**src/rtl/spell_ram_arbiter_pkg.sv**
```systemverilog
// Shared spell definitions: rambus memory widths, requester indices and
// the arbiter state encoding.
package spell_ram_arbiter_pkg;

    localparam int RAM_ADDR_W = 8;
    localparam int RAM_DATA_W = 32;
    localparam int RAM_SEL_W  = 4;
    localparam int NUM_REQ    = 2;

    localparam int REQ_CORE = 0;
    localparam int REQ_HOST = 1;

    localparam logic [RAM_DATA_W-1:0] TIMEOUT_DATA = 32'hFFFF_FFFF;

    typedef enum logic {
        ST_IDLE = 1'b0,
        ST_BUSY = 1'b1
    } arb_state_e;

endpackage

```
**src/rtl/spell_ram_arbiter.sv**
```systemverilog
// Two-requester round-robin arbiter for the shared spell RAM: one transfer per
// grant, with abort on cyc drop and an optional watchdog that force-acks.
module spell_ram_arbiter
    import spell_ram_arbiter_pkg::*;
#(
    parameter int TIMEOUT = 16
) (
    input  logic                            clock,
    input  logic                            reset,
    input  logic [NUM_REQ-1:0]              m_wb_cyc_i,
    input  logic [NUM_REQ-1:0]              m_wb_stb_i,
    input  logic [NUM_REQ-1:0]              m_wb_we_i,
    input  logic [NUM_REQ*RAM_SEL_W-1:0]    m_wb_sel_i,
    input  logic [NUM_REQ*RAM_DATA_W-1:0]   m_wb_dat_i,
    input  logic [NUM_REQ*RAM_ADDR_W-1:0]   m_wb_addr_i,
    output logic [NUM_REQ-1:0]              m_wb_ack_o,
    output logic [RAM_DATA_W-1:0]           m_wb_dat_o,
    output logic                            rambus_wb_cyc_o,
    output logic                            rambus_wb_stb_o,
    output logic                            rambus_wb_we_o,
    output logic [RAM_SEL_W-1:0]            rambus_wb_sel_o,
    output logic [RAM_DATA_W-1:0]           rambus_wb_dat_o,
    output logic [RAM_ADDR_W-1:0]           rambus_wb_addr_o,
    input  logic                            rambus_wb_ack_i,
    input  logic [RAM_DATA_W-1:0]           rambus_wb_dat_i,
    output logic [NUM_REQ-1:0]              grant_o,
    output logic                            timeout_o
);

    localparam bit         TO_EN   = (TIMEOUT != 0);
    localparam logic [7:0] TO_LAST = 8'(TIMEOUT - 1);

    arb_state_e          state_p0, state_d;
    logic [NUM_REQ-1:0]  grant_p0, grant_d;
    logic                last_p0, last_d;
    logic [7:0]          cnt_p0, cnt_d;

    logic [NUM_REQ-1:0]  req;
    logic                busy;
    logic                gnt_idx;
    logic                gnt_cyc;
    logic                gnt_req;
    logic                to_hit;
    logic                abort;
    logic                pick_host;

    assign req     = m_wb_cyc_i & m_wb_stb_i;
    assign busy    = (state_p0 == ST_BUSY);
    assign gnt_idx = grant_p0[REQ_HOST];
    assign gnt_cyc = m_wb_cyc_i[gnt_idx];
    assign gnt_req = req[gnt_idx];

    // A downstream ack in the timeout cycle takes precedence over the watchdog.
    assign to_hit = busy && TO_EN && (cnt_p0 == TO_LAST) && !rambus_wb_ack_i && gnt_cyc;
    assign abort  = busy && !gnt_cyc && !rambus_wb_ack_i;

    // With both requesting, the one not served last wins.
    assign pick_host = req[REQ_HOST] && (!req[REQ_CORE] || !last_p0);

    // ---- stage p0: arbitration state register
    always_ff @(posedge clock) begin
        if (reset) begin
            state_p0 <= ST_IDLE;
            grant_p0 <= '0;
            last_p0  <= 1'b1;
            cnt_p0   <= '0;
        end else begin
            state_p0 <= state_d;
            grant_p0 <= grant_d;
            last_p0  <= last_d;
            cnt_p0   <= cnt_d;
        end
    end

    always_comb begin
        state_d = state_p0;
        grant_d = grant_p0;
        last_d  = last_p0;
        cnt_d   = cnt_p0;
        case (state_p0)
            ST_IDLE: begin
                cnt_d = '0;
                if (req != '0) begin
                    state_d = ST_BUSY;
                    grant_d = '0;
                    if (pick_host) grant_d[REQ_HOST] = 1'b1;
                    else           grant_d[REQ_CORE] = 1'b1;
                end
            end
            ST_BUSY: begin
                cnt_d = cnt_p0 + 8'd1;
                if (rambus_wb_ack_i || to_hit) begin
                    state_d = ST_IDLE;
                    grant_d = '0;
                    last_d  = gnt_idx;
                    cnt_d   = '0;
                end else if (abort) begin
                    state_d = ST_IDLE;
                    grant_d = '0;
                    cnt_d   = '0;
                end
            end
            default: begin
                state_d = ST_IDLE;
                grant_d = '0;
                cnt_d   = '0;
            end
        endcase
    end

    // Outputs are masked while reset is high so nothing pulses during reset.
    always_comb begin
        rambus_wb_cyc_o  = 1'b0;
        rambus_wb_stb_o  = 1'b0;
        rambus_wb_we_o   = 1'b0;
        rambus_wb_sel_o  = '0;
        rambus_wb_dat_o  = '0;
        rambus_wb_addr_o = '0;
        m_wb_ack_o       = '0;
        m_wb_dat_o       = rambus_wb_dat_i;
        timeout_o        = 1'b0;
        grant_o          = reset ? '0 : grant_p0;
        if (!reset && busy) begin
            rambus_wb_cyc_o  = gnt_req;
            rambus_wb_stb_o  = gnt_req;
            rambus_wb_we_o   = gnt_req & m_wb_we_i[gnt_idx];
            if (gnt_req) begin
                rambus_wb_sel_o  = gnt_idx ? m_wb_sel_i[2*RAM_SEL_W-1:RAM_SEL_W]
                                           : m_wb_sel_i[RAM_SEL_W-1:0];
                rambus_wb_dat_o  = gnt_idx ? m_wb_dat_i[2*RAM_DATA_W-1:RAM_DATA_W]
                                           : m_wb_dat_i[RAM_DATA_W-1:0];
                rambus_wb_addr_o = gnt_idx ? m_wb_addr_i[2*RAM_ADDR_W-1:RAM_ADDR_W]
                                           : m_wb_addr_i[RAM_ADDR_W-1:0];
            end
            m_wb_ack_o[gnt_idx] = rambus_wb_ack_i | to_hit;
            if (to_hit) begin
                rambus_wb_cyc_o = 1'b0;
                rambus_wb_stb_o = 1'b0;
                timeout_o       = 1'b1;
                m_wb_dat_o      = TIMEOUT_DATA;
            end
        end
    end

endmodule

```
**config.mk**
```make
export PLATFORM = sky130hd
export DESIGN_NAME = spell_ram_arbiter
export DESIGN_NICKNAME = d
export VERILOG_FILES = /design/src/rtl/spell_ram_arbiter_pkg.sv /design/src/rtl/spell_ram_arbiter.sv
export SDC_FILE = /design/constraint.sdc
export NUM_CORES = 1
export LEC_CHECK = 0
export ABC_AREA = 0
export ABC_CLOCK_PERIOD_IN_PS = 4400
export BUFFER_PORTS_ARGS = -buffer_cell sky130_fd_sc_hd__buf_2
export CAP_MARGIN = 20
export CORE_MARGIN = 10
export CORE_UTILIZATION = 34
export DETAILED_ROUTE_END_ITERATION = 12
export PLACE_DENSITY = 0.88
export SLEW_MARGIN = 20
export SYNTH_ARGS = -nofsm -noshare
export SYNTH_HDL_FRONTEND = slang
export SYNTH_SLANG_ARGS = --single-unit
```
**constraint.sdc**
```tcl
create_clock -name clock -period 4.4 [get_ports clock]
set_clock_uncertainty 0.2 [all_clocks]
set_input_delay 0.66 -clock clock [delete_from_list [all_inputs] [get_ports clock]]
set_output_delay 0.66 -clock clock [all_outputs]
set_load 0.1 [all_outputs]
```
==> results of run 1 <==
[area by class of cell]
cell class	instances	area share [%]
Clock buffer	4	2.088
Inverter	4	0.5695
Multi-Input combinational cell	176	44.90
Sequential cell	12	9.160
Tap cell	52	2.468
Timing Repair Buffer	214	40.82
[power breakdown]
group	internal [W]	switching, W
sequential	0.000112	0.00000263
clock	0.0000788	0.0000377
combinational	0.0000900	0.000223
[synthesized netlist by cell type, drive strengths merged]
library cell | count | area, µm²
nor2 | 57 | 214.0
mux2i | 45 | 450.4
or2 | 32 | 200.2
buf | 17 | 103.8
dfxtp | 12 | 240.2
nand2 | 5 | 18.77
inv | 4 | 15.01
nand3 | 4 | 20.02
xnor2 | 4 | 35.03
a21oi | 3 | 15.01
and2 | 3 | 18.77
nor4 | 3 | 48.80
nand3b | 2 | 18.77
nor3 | 2 | 10.01
o21ai | 2 | 10.01
o31ai | 2 | 15.01
xor2 | 2 | 17.52
a22oi | 1 | 7.510
a41oi | 1 | 8.760
and3 | 1 | 6.260
clkbuf | 1 | 3.750
ha | 1 | 12.51
mux2 | 1 | 15.01
nand2b | 1 | 6.260
nand4 | 1 | 6.260
nor3b | 1 | 7.510
o2111ai | 1 | 8.760
or3 | 1 | 6.260
[sequential cells by signal (all words and copies together), names as in the netlist]
signal    cells
busy          1
cnt_p0        8
grant_p0      2
last_p0       1
[critical path, stage by stage, from the launching register on]
cell and delay (ns):
dfxtp_1 0.35, ha_1 0.18, and3_1 0.26, nand2_1 0.14, nor4_4 0.76, or2_2 0.23, buf_2 0.42
[metal layers]
metal / vias to the layer above / wire length [µm] / part of all wire (%) / GRT usage [%]
li1: 1092 / - / - / -
met1: 928 / 2691 / 34 / 17.50
met2: 132 / 4016 / 51 / 33.00
met3: 4 / 1057 / 14 / 8.427
met4: 0 / 62 / 0.79 / 3.188
met5: - / 0 / 0 / 0
[how the worst min path moves through the flow]
stage,startpoint,end
global route,cnt_p0[0]$_SDFF_PP0_,cnt_p0[0]$_SDFF_PP0_
finish,cnt_p0[0]$_SDFF_PP0_,cnt_p0[0]$_SDFF_PP0_
floorplan,cnt_p0[0]$_SDFF_PP0_,cnt_p0[0]$_SDFF_PP0_
CTS,cnt_p0[0]$_SDFF_PP0_,cnt_p0[0]$_SDFF_PP0_
global placement,cnt_p0[0]$_SDFF_PP0_,cnt_p0[0]$_SDFF_PP0_
detailed placement,cnt_p0[0]$_SDFF_PP0_,cnt_p0[0]$_SDFF_PP0_
[kinds of logic (layout without fill, tap and decap cells)]
kind of cell | count (synthesis) | after routing
and+or+nand+nor | 113 | 113
muxes | 46 | 46
buffers and inverters | 22 | 222
DFF | 12 | 12
AOI/OAI and AO/OA | 10 | 10
xor gates and xnor gates | 6 | 6
adders and majority gates | 1 | 1
[through the flow]
| stage | util, % | instances | area, µm² | total power, W | setup WS, ns |
|---|---|---|---|---|---|
| floorplan | - | 210 | 1546 | 0.0003453 | 0.4031 |
| global placement | 58.88 | 458 | 2581 | 0.0004262 | 1.076 |
| detailed placement | 58.88 | 458 | 2581 | 0.0004313 | 0.9791 |
| CTS | 60.13 | 462 | 2636 | 0.0005502 | 0.9237 |
| global route | 60.13 | 462 | 2636 | 0.0005720 | 0.7059 |
| finish | 60.13 | 462 | 2636 | 0.0005441 | 0.9534 |
==> summary.md, run 1 <==
| Metric | Value |
|---|---|
| Worst hold margin | approximately 0.25 ns |
| Initial antenna violation count | 0 |
| Clock Root Buffer | clkbuf_8 |
| R2r worst-path depth | 5 |
| Fmax | ~290 MHz |
| Core ar. | ~0.0044 mm² |
| Buffers on Ports | roughly 210 |
| TNS Setup | 0 ns |
| Adder-cell area share of the yosys netlist | less than 1% |
| Worst Path Required | 3.54 ns |
| TritonCTS Sinks | 12 |
| Die Ht | 87.31 µm |
| Fillers | just under 400 |
| CTS clock-pin slew for the worst setup and hold paths | roughly 0.05 ns |
| TritonCTS clock tree | yes |
| Worst Setup Path Type | reg -> out |
| CP endpoint | m_wb_dat_o[29] |
| Syn Inst Count | 210 |
| RSZ-0062 raised after global routing | false |
| Vias per Instance | 4.667 |
| Sequential fraction of the synthesis area | 15.60% |
| Critical path startpoint | cnt_p0[0]$_SDFF_PP0_ |
| Fin. max-slew vios | 0 |
| Clk Latency, worst-skew pair | 0.24 ns |
| # diodes | 0 |
| Final setup violating endpoints | 0 |
| Die Width | 87.31 µm |
| GR Overflow Total | 0 |
| Largest family of logic cells by synthesized area | simple AND/OR/NAND/NOR gates |
| Maximum fanout along the worst path | 33 |
| Minimum clock period | about 3.4 ns |
| Most frequent cells in the layout | 212 x buf_2, 57 x nor2_1, 45 x mux2i_1, 29 x or2_1, 11 x dfxtp_1 |
| Pwr dens | a little over 200 mW/mm² |
| Startpoint types | flip-flop |
| Post-DRT Antenna Nets | 0 |
| Hold-fix buffers at CTS | 0 |
| CTS resizes | 0 |
| Worst r2r src | cnt_p0[0]$_SDFF_PP0_ |
| # DRC | 0 |
| Tot GR Track Use | between 10% and 20% |
| CP arrival | ~2.6 ns |
| WL/cell | ~17 µm |
| Max VDD drop | between 0.00008 and 0.00009 V |
| Total wire length | between 7000 and 8000 µm |
| Flip-flop and latch area | 241.5 µm² |
| Commonest non-fill, non-tap cell in the layout | buf_2 |
| R2r setup slk | ~2.6 ns |
| First-pass GRT wire length | around 11000 µm |
| Mux share of post-synthesis cell area | 30.22% |
| Initial drt markers | 84 |
| Vias | ~2200 |
| Synth Register Bits | 12 |
| Slew @ Worst Pin | 0.9870 ns |
| Post-synthesis compound-gate area fraction | 4.224% |
| Total die area | roughly 0.0076 mm² |
| Hold path cells | 1 |
| Max-cap violations | 0 |
| Crit. End Element | primary output |
| Synth warn | 0 |
| Final hold vios | 0 |
| # IOs | roughly 210 |
| Min-delay worst type | reg -> reg |
| Netlist cell types | 34 |
| Drt pass-1 iters | 4 |
| Fin nets | between 500 and 600 |
| Post CTS Setup Buffer Count | 0 |
| Mapped Area | 0.001540 mm² |
| Largest net degree at the start of global routing | 50 |
| Status | finished, final reports clean |
| Avg Inst Size Synth | ~7.3 µm² |
| Layout cells sized above 1 | between 50% and 60% |
| DP HPWL | 7030 µm |
| Fraction of the mapped netlist area in simple logic gates | around 38% |
| Multi-input logic area | 0.001184 mm² |
| Worst slew margin | 33.71% |
| Htree depth | 1 |
| Vias in the first global route | approximately 2200 |
| Clock Path Buffers | 2 |
| CTS buffer count | 3 |
| Syn nets | between 300 and 400 |
| Xor/xnor cell area share of the yosys netlist | between 3 and 4% |
| Share of the clock period used by the worst path | 78.33% |
| LEAKAGE | approximately 1.5 nW |
| # rows | 24 |
| Initial Util | 35.13% |
| GP Congestion | roughly 0.86 |
| Syn-to-layout area delta | 71.16% |
| Reg-to-reg endpoint | cnt_p0[2]$_SDFF_PP0_ |
Note: power is estimated with default switching activity, not from simulation.
==> run 2, diff against run 1 <==
ABC_CLOCK_PERIOD_IN_PS = 3600   (was 4400)
CORE_UTILIZATION = 31   (was 34)
PLACE_DENSITY = 0.81   (was 0.88)
clock period = 3.6 ns   (was 4.4 ns; I/O delays follow)
==> run 2 against run 1 <==
Effect of this change: non-clock buffer count grew 1; sequential power grew 24%; cell count rose by 3.5%; largest power group unchanged; count of clock-buffer cells in the layout did not move; sequential share of layout area fell by 2.0 points; combinational power rose by 31%; die area up 7.4%; via count grew 5.5%; first-iteration DRC count down 3.6%; register-to-register slack worse by 0.82 ns; global-route usage grew 2.1 points; routed wire length rose by 12%.
==> summary.md, run 2 (synthesized netlist as in run 1, its figures left out) <==
| Metric | Value |
|---|---|
| Final hold vios | 0 |
| Syn-to-layout area delta | 119.3% |
| Initial antenna violation count | 0 |
| Crit. End Element | primary output |
| DP HPWL | between 8000 and 9000 µm |
| Fmax | 339.5 MHz |
| Die Ht | roughly 90 µm |
| WHS Endpoint | cnt_p0[0]$_SDFF_PP0_ |
| Commonest non-fill, non-tap cell in the layout | buf_2 |
| # rows | 25 |
| TritonCTS Sinks | 12 |
| CTS resizes | 0 |
| Final setup violating endpoints | 0 |
| GP Congestion | slightly below 0.9 |
| Top reg by flops | cnt_p0 |
| R2r setup slk | about 1.8 ns |
| Clk Latency, worst-skew pair | 0.24 ns |
| Largest net degree at the start of global routing | 47 |
| Clk network pwr share | 21.1% |
| Critical path startpoint | cnt_p0[0]$_SDFF_PP0_ |
| Initial Util | 32.39% |
| Share of the clock period used by the worst path | between 80% and 90% |
| CTS buffer count | 3 |
| # IOs | ~210 |
| Htree depth | 1 |
| Reg-to-reg endpoint | cnt_p0[5]$_SDFF_PP0_ |
| Layout cells sized above 1 | a little under three fifths |
| Worst slew margin | 52.29% |
| Clock Path Buffers | 2 |
| LEAKAGE | 1.583 nW |
| Vias per Instance | 4.757 |
| Post CTS Setup Buffer Count | 0 |
| Worst Path Required | between 2 and 3 ns |
| Clock Root Buffer | clkbuf_8 |
| Internal | roughly 0.00036 W |
| # DRC | 0 |
| Min-delay worst type | reg -> reg |
| TritonCTS clock tree | yes |
| Hold-fix buffers at CTS | 0 |
| Status | finished, final reports clean |
| Tot GR Track Use | between 10% and 20% |
| Fin cells | about 480 |
| Core ar. | 0.004755 mm² |
| Largest regs | cnt_p0 x8, grant_p0 x2 |
| TNS Setup | 0 ns |
| Post-DRT Antenna Nets | 0 |
| Buffers on Ports | 212 |
| Total wire length | approximately 9000 µm |
| Maximum fanout along the worst path | 33 |
| Worst r2r src | cnt_p0[0]$_SDFF_PP0_ |
| Vias in the first global route | ~2400 |
| Startpoint types | flip-flop |
| Initial drt markers | 81 |
| Slew @ Worst Pin | around 0.7 ns |
| Total die area | roughly 0.008 mm² |
| WL/cell | roughly 18 µm |
| Fillers | 345 |
| CP arrival | roughly 2.2 ns |
| GR Overflow Total | 0 |
| Die Width | roughly 90 µm |
| Switching power share of the total | 47.93% |
| Max VDD drop | approximately 0.00014 V |
| Vias | 2274 |
| Fin. max-slew vios | 0 |
| R2r worst-path depth | 5 |
| CTS clock-pin slew for the worst setup and hold paths | approximately 0.050 ns |
| Switch Pwr | 0.0003338 W |
| First-pass GRT wire length | 13180 µm |
| Logic pwr share | between 50% and 60% |
| Final Util | 71.03% |
| Flop pwr share | 20.2% |
| Max reg flops | 8 |
| Minimum clock period | 2.946 ns |
| Most frequent cells in the layout | 165 x buf_2, 57 x nor2_1, 47 x buf_12, 45 x mux2i_1, 29 x or2_1 |
| Worst Setup Path Type | reg -> out |
| Fin nets | roughly 540 |
| RSZ-0062 raised after global routing | false |
| Pwr dens | about 210 mW/mm² |
| Drt pass-1 iters | 4 |
| Hold path cells | 1 |
| Min-Delay Startpoint | cnt_p0[0]$_SDFF_PP0_ |
| Max-cap violations | 0 |
| Placed insts | 474 |
| # diodes | 0 |
-- run 2: critical path, cell delays in order (launching register included) --
cell and delay (ns):
dfxtp_1 0.35, ha_1 0.18, and3_1 0.28, nand2_1 0.15, nor4_4 0.15, buf_4 0.27, or2_1 0.14, buf_2 0.43
-- run 2: power groups by stage --
stage	logic (W)	registers, W	clock network (W)
final	0.000409	0.000141	0.000147
after global routing	0.000429	0.000141	0.000157
after CTS	0.000412	0.000141	0.000149
after detailed placement	0.000412	0.000143	0
after global placement	0.000404	0.000143	0
after floorplan	0.000281	0.000141	0
-- run 2: cell type report --
cell class,count,area (µm²),area share (%)
timing repair buffer,215,1789,52.98
clock buffer,4,55.05,1.630
inverter,4,15.01,0.4446
multi-input combinational,176,1192,35.31
tap,67,83.83,2.482
sequential,12,241.5,7.151
-- run 2: routing by layer --
metal	vias up	GRT usage, %	part of all wire [%]	wire length [µm]
li1	1099	-	-	-
met4	0	6.101	2.7	237
met5	-	0	0	0
met3	17	9.809	11	1002
met2	157	36.96	52	4542
met1	1001	18.43	34	3016
-- run 2: worst max path at each step --
stage / end / slack (ns) / cells after the start
detailed placement: m_wb_dat_o[26] / 0.85 / 7
global placement: m_wb_dat_o[26] / 0.90 / 7
finish: m_wb_dat_o[26] / 0.65 / 7
CTS: m_wb_dat_o[26] / 0.62 / 7
floorplan: m_wb_ack_o[1] / 0.21 / 6
global route: m_wb_dat_o[25] / 0.46 / 7
-- run 2: through the flow --
stage / hold WS (ns) / total power (W) / setup WS [ns] / cell area (µm²)
detailed placement: 0.2382 / 0.0005552 / 0.8470 / 3322
CTS: 0.2502 / 0.0007019 / 0.6222 / 3377
floorplan: 0.2179 / 0.0004226 / 0.2093 / 1555
global placement: 0.2280 / 0.0005471 / 0.8963 / 3322
finish: 0.2477 / 0.0006965 / 0.6544 / 3377
global route: 0.2924 / 0.0007271 / 0.4606 / 3377
==> run 3, diff against run 2 <==
ABC_AREA = 1   (was 0)
ABC_CLOCK_PERIOD_IN_PS = 2600   (was 3600)
CORE_UTILIZATION = 28   (was 31)
PLACE_DENSITY = 0.78   (was 0.81)
clock period = 2.6 ns   (was 3.6 ns; I/O delays follow)
==> run 3 against run 2 <==
Effect of this change: area after synthesis down 0.89%; register-to-register slack worse by 0.70 ns; worst setup slack worse by 0.55 ns; synthesized cell count is 35% higher; sequential share of layout area fell by 1.1 points; clock power up 41%; first-iteration DRC count is 1.2% higher; critical path depth increased by 2; sequential power grew 36%; via count increased by 17%; utilization increased by 4.7 points; critical path type unchanged; critical endpoint unchanged.
==> summary.md, run 3 <==
| Metric | Value |
|---|---|
| First-pass GRT wire length | 15210 µm |
| Most frequent cell after synthesis | nand2_1 |
| TNS Setup | 0 ns |
| Buffers on Ports | approximately 210 |
| Commonest non-fill, non-tap cell in the layout | buf_2 |
| Initial Util | ~29% |
| Fmax | approximately 400 MHz |
| Avg Inst Size Synth | ~5.4 µm² |
| Clock Path Buffers | 2 |
| Tot Pwr | between 0.001 and 0.0015 W |
| Final hold vios | 0 |
| Layout cells sized above 1 | between 50% and 60% |
| Clock Root Buffer | clkbuf_8 |
| Fillers | 341 |
| Hold path cells | 1 |
| Post-DRT Antenna Nets | 0 |
| Mapped Area | approximately 0.0015 mm² |
| CP endpoint | m_wb_dat_o[26] |
| Die Width | between 90 and 100 µm |
| Drt pass-1 iters | 4 |
| Min-Delay Startpoint | cnt_p0[0]$_SDFF_PP0_ |
| GP Congestion | 0.8604 |
| Core ar. | approximately 0.0052 mm² |
| Slowest Stage Delay on Critical Path | about 0.35 ns |
| Placed cell areas | slightly below 0.004 mm² |
| Hold-fix buffers at CTS | 0 |
| Max reg flops | 8 |
| Design Area, Final | slightly below 0.004 mm² |
| TritonCTS Sinks | 12 |
| CP arrival | ~1.9 ns |
| Syn nets | between 400 and 500 |
| Maximum fanout along the worst path | 33 |
| # diodes | 0 |
| Yosys top cell by area | nand2_1 |
| Largest regs | cnt_p0 x8, grant_p0 x2 |
| Synth Flop Type | dfxtp_1 |
| Worst path depth | 9 |
| Minimum clock period | ~2.5 ns |
| Top post-synthesis cells by area | nand2_1 28%, dfxtp_1 16%, a21oi_1 15%, or2_1 13%, nor2_1 4.9% |
| CTS buffer count | 3 |
| Initial drt markers | 82 |
| Htree depth | 1 |
| Vias per Instance | 4.797 |
| CTS clock-pin slew for the worst setup and hold paths | about 0.060 ns |
| Worst slew margin | about two thirds |
| # rows | 26 |
| DP HPWL | a little over 9000 µm |
| # IOs | 213 |
| Netlist cell types | 24 |
| Tot GR Track Use | between 20% and 30% |
| Min-delay worst type | reg -> reg |
| Final Util | between 70% and 80% |
| Syn-to-layout area delta | 158.3% |
| Worst r2r src | cnt_p0[0]$_SDFF_PP0_ |
| Share of the clock period used by the worst path | about 96% |
| Crit path buffers/inverters | 3 |
| Worst Path Required | between 2 and 2.5 ns |
| Top reg by flops | cnt_p0 |
| TritonCTS clock tree | yes |
| GR Overflow Total | 0 |
| Syn Inst Count | about 280 |
| R2r setup slk | about 1.1 ns |
| R2r worst-path depth | 8 |
| EDFF count, synth | 0 |
| Max-cap violations | 0 |
| Pwr dens | 269.0 mW/mm² |
| Worst Setup Path Type | reg -> out |
| Asr flop ratio synth | 0% |
| Crit. End Element | primary output |
| Vias in the first global route | ~2800 |
| Vias | 2667 |
| Total wire length | about 10000 µm |
| Fin worst setup slack | roughly 0.10 ns |
| Startpoint types | flip-flop |
| Most frequent cells after synthesis | 115 x nand2_1, 46 x a21oi_1, 32 x or2_1 |
| Fin. max-slew vios | 0 |
| Critical path's top delay family | simple AND/OR/NAND/NOR gates |
| # DRC | 0 |
| Initial antenna violation count | 0 |
| Clk Latency, worst-skew pair | between 0.2 and 0.25 ns |
| Critical path startpoint | cnt_p0[0]$_SDFF_PP0_ |
| Fin nets | ~620 |
| Total die area | 0.008805 mm² |
| Largest net degree at the start of global routing | 47 |
| WL/cell | approximately 19 µm |
| Die Ht | between 90 and 100 µm |
| Sequential fraction of the synthesis area | between 15 and 20% |
| Reg-to-reg endpoint | last_p0$_SDFFE_PP1P_ |
| Synth Register Bits | 12 |
| Post CTS Setup Buffer Count | 0 |
| Slew @ Worst Pin | 0.4885 ns |
| LEAKAGE | 1.963 nW |
| Cells along the critical path | ha_1, nand3_1, nor2_2, nand2_4, inv_2, nand2_2, inv_8, or2_1, buf_12 |
| Post-synth top area share | between 20% and 30% |
| Max VDD drop | between 0.00015 and 0.0002 V |
| Final setup violating endpoints | 0 |
| Place WS | roughly 0.23 ns |
| Status | finished, final reports clean |
| Synth warn | 0 |
| Most frequent cells in the layout | 129 x buf_2, 115 x nand2_1, 83 x buf_12, 43 x a21oi_1, 23 x or2_1 |
| Crit-path slowest cell | dfxtp_1 |
## run 3: area by class of cell
| cell class | instances | area, µm² | area share (%) |
|---|---|---|---|
| multi-input cells | 236 | 1140 | 28.91 |
| clock buffers | 4 | 55.05 | 1.396 |
| flip-flops and latches | 12 | 240.2 | 6.093 |
| well taps | 70 | 87.58 | 2.222 |
| inverters | 17 | 71.32 | 1.809 |
| repair buffers | 217 | 2349 | 59.57 |
## run 3: per-stage QoR
step	hold slack (ns)	cells
floorplan	0.2179	283
global placement	0.2303	552
detailed placement	0.2428	552
CTS	0.2534	556
global route	0.2710	556
finish	0.2527	556
## run 3: cells by family after synthesis
group                    share of synthesized area, %
flip-flops                                      15.74
adder cells (fa/ha/maj)                        0.8195
AND/OR/NAND/NOR                                 53.44
XOR/XNOR                                        2.869
buffers and inverters                           11.23
AO/OA/AOI/OAI                                   15.90
## run 3: metal layers
metal | share of wire (%) | vias up | track usage [%]
met5 | 0 | - | 0
met4 | 5.1 | 0 | 11.39
met3 | 10 | 35 | 7.674
met2 | 51 | 181 | 39.40
met1 | 33 | 1169 | 20.66
li1 | - | 1282 | -
## run 3: power breakdown
part	internal [W]	switching, W	leakage (nW)
Clock	0.000134	0.0000745	0.0288
Combinational	0.000245	0.000415	1.84
Sequential	0.000189	0.00000322	0.0973
Total	0.000568	0.000493	1.96
## run 3: what timing repair did
action | 4_1_cts | 5_1_grt
cloned | 0 | 0
resized for setup | 1 | 3
setup endpoints to repair | 31 | 40
## run 3: worst reg2reg max path: stages (launching register included)
cell and delay (ns):
dfxtp_1 0.35, ha_1 0.21, nand3_1 0.15, nor2_2 0.18, nand2_4 0.07, nand2_1 0.08, nand3_1 0.09, nand2_1 0.08
inv_1 0.04
## run 3: worst min path at each step
stage | end
floorplan | cnt_p0[0]$_SDFF_PP0_
global placement | cnt_p0[0]$_SDFF_PP0_
detailed placement | cnt_p0[0]$_SDFF_PP0_
CTS | cnt_p0[0]$_SDFF_PP0_
global route | cnt_p0[0]$_SDFF_PP0_
finish | cnt_p0[0]$_SDFF_PP0_
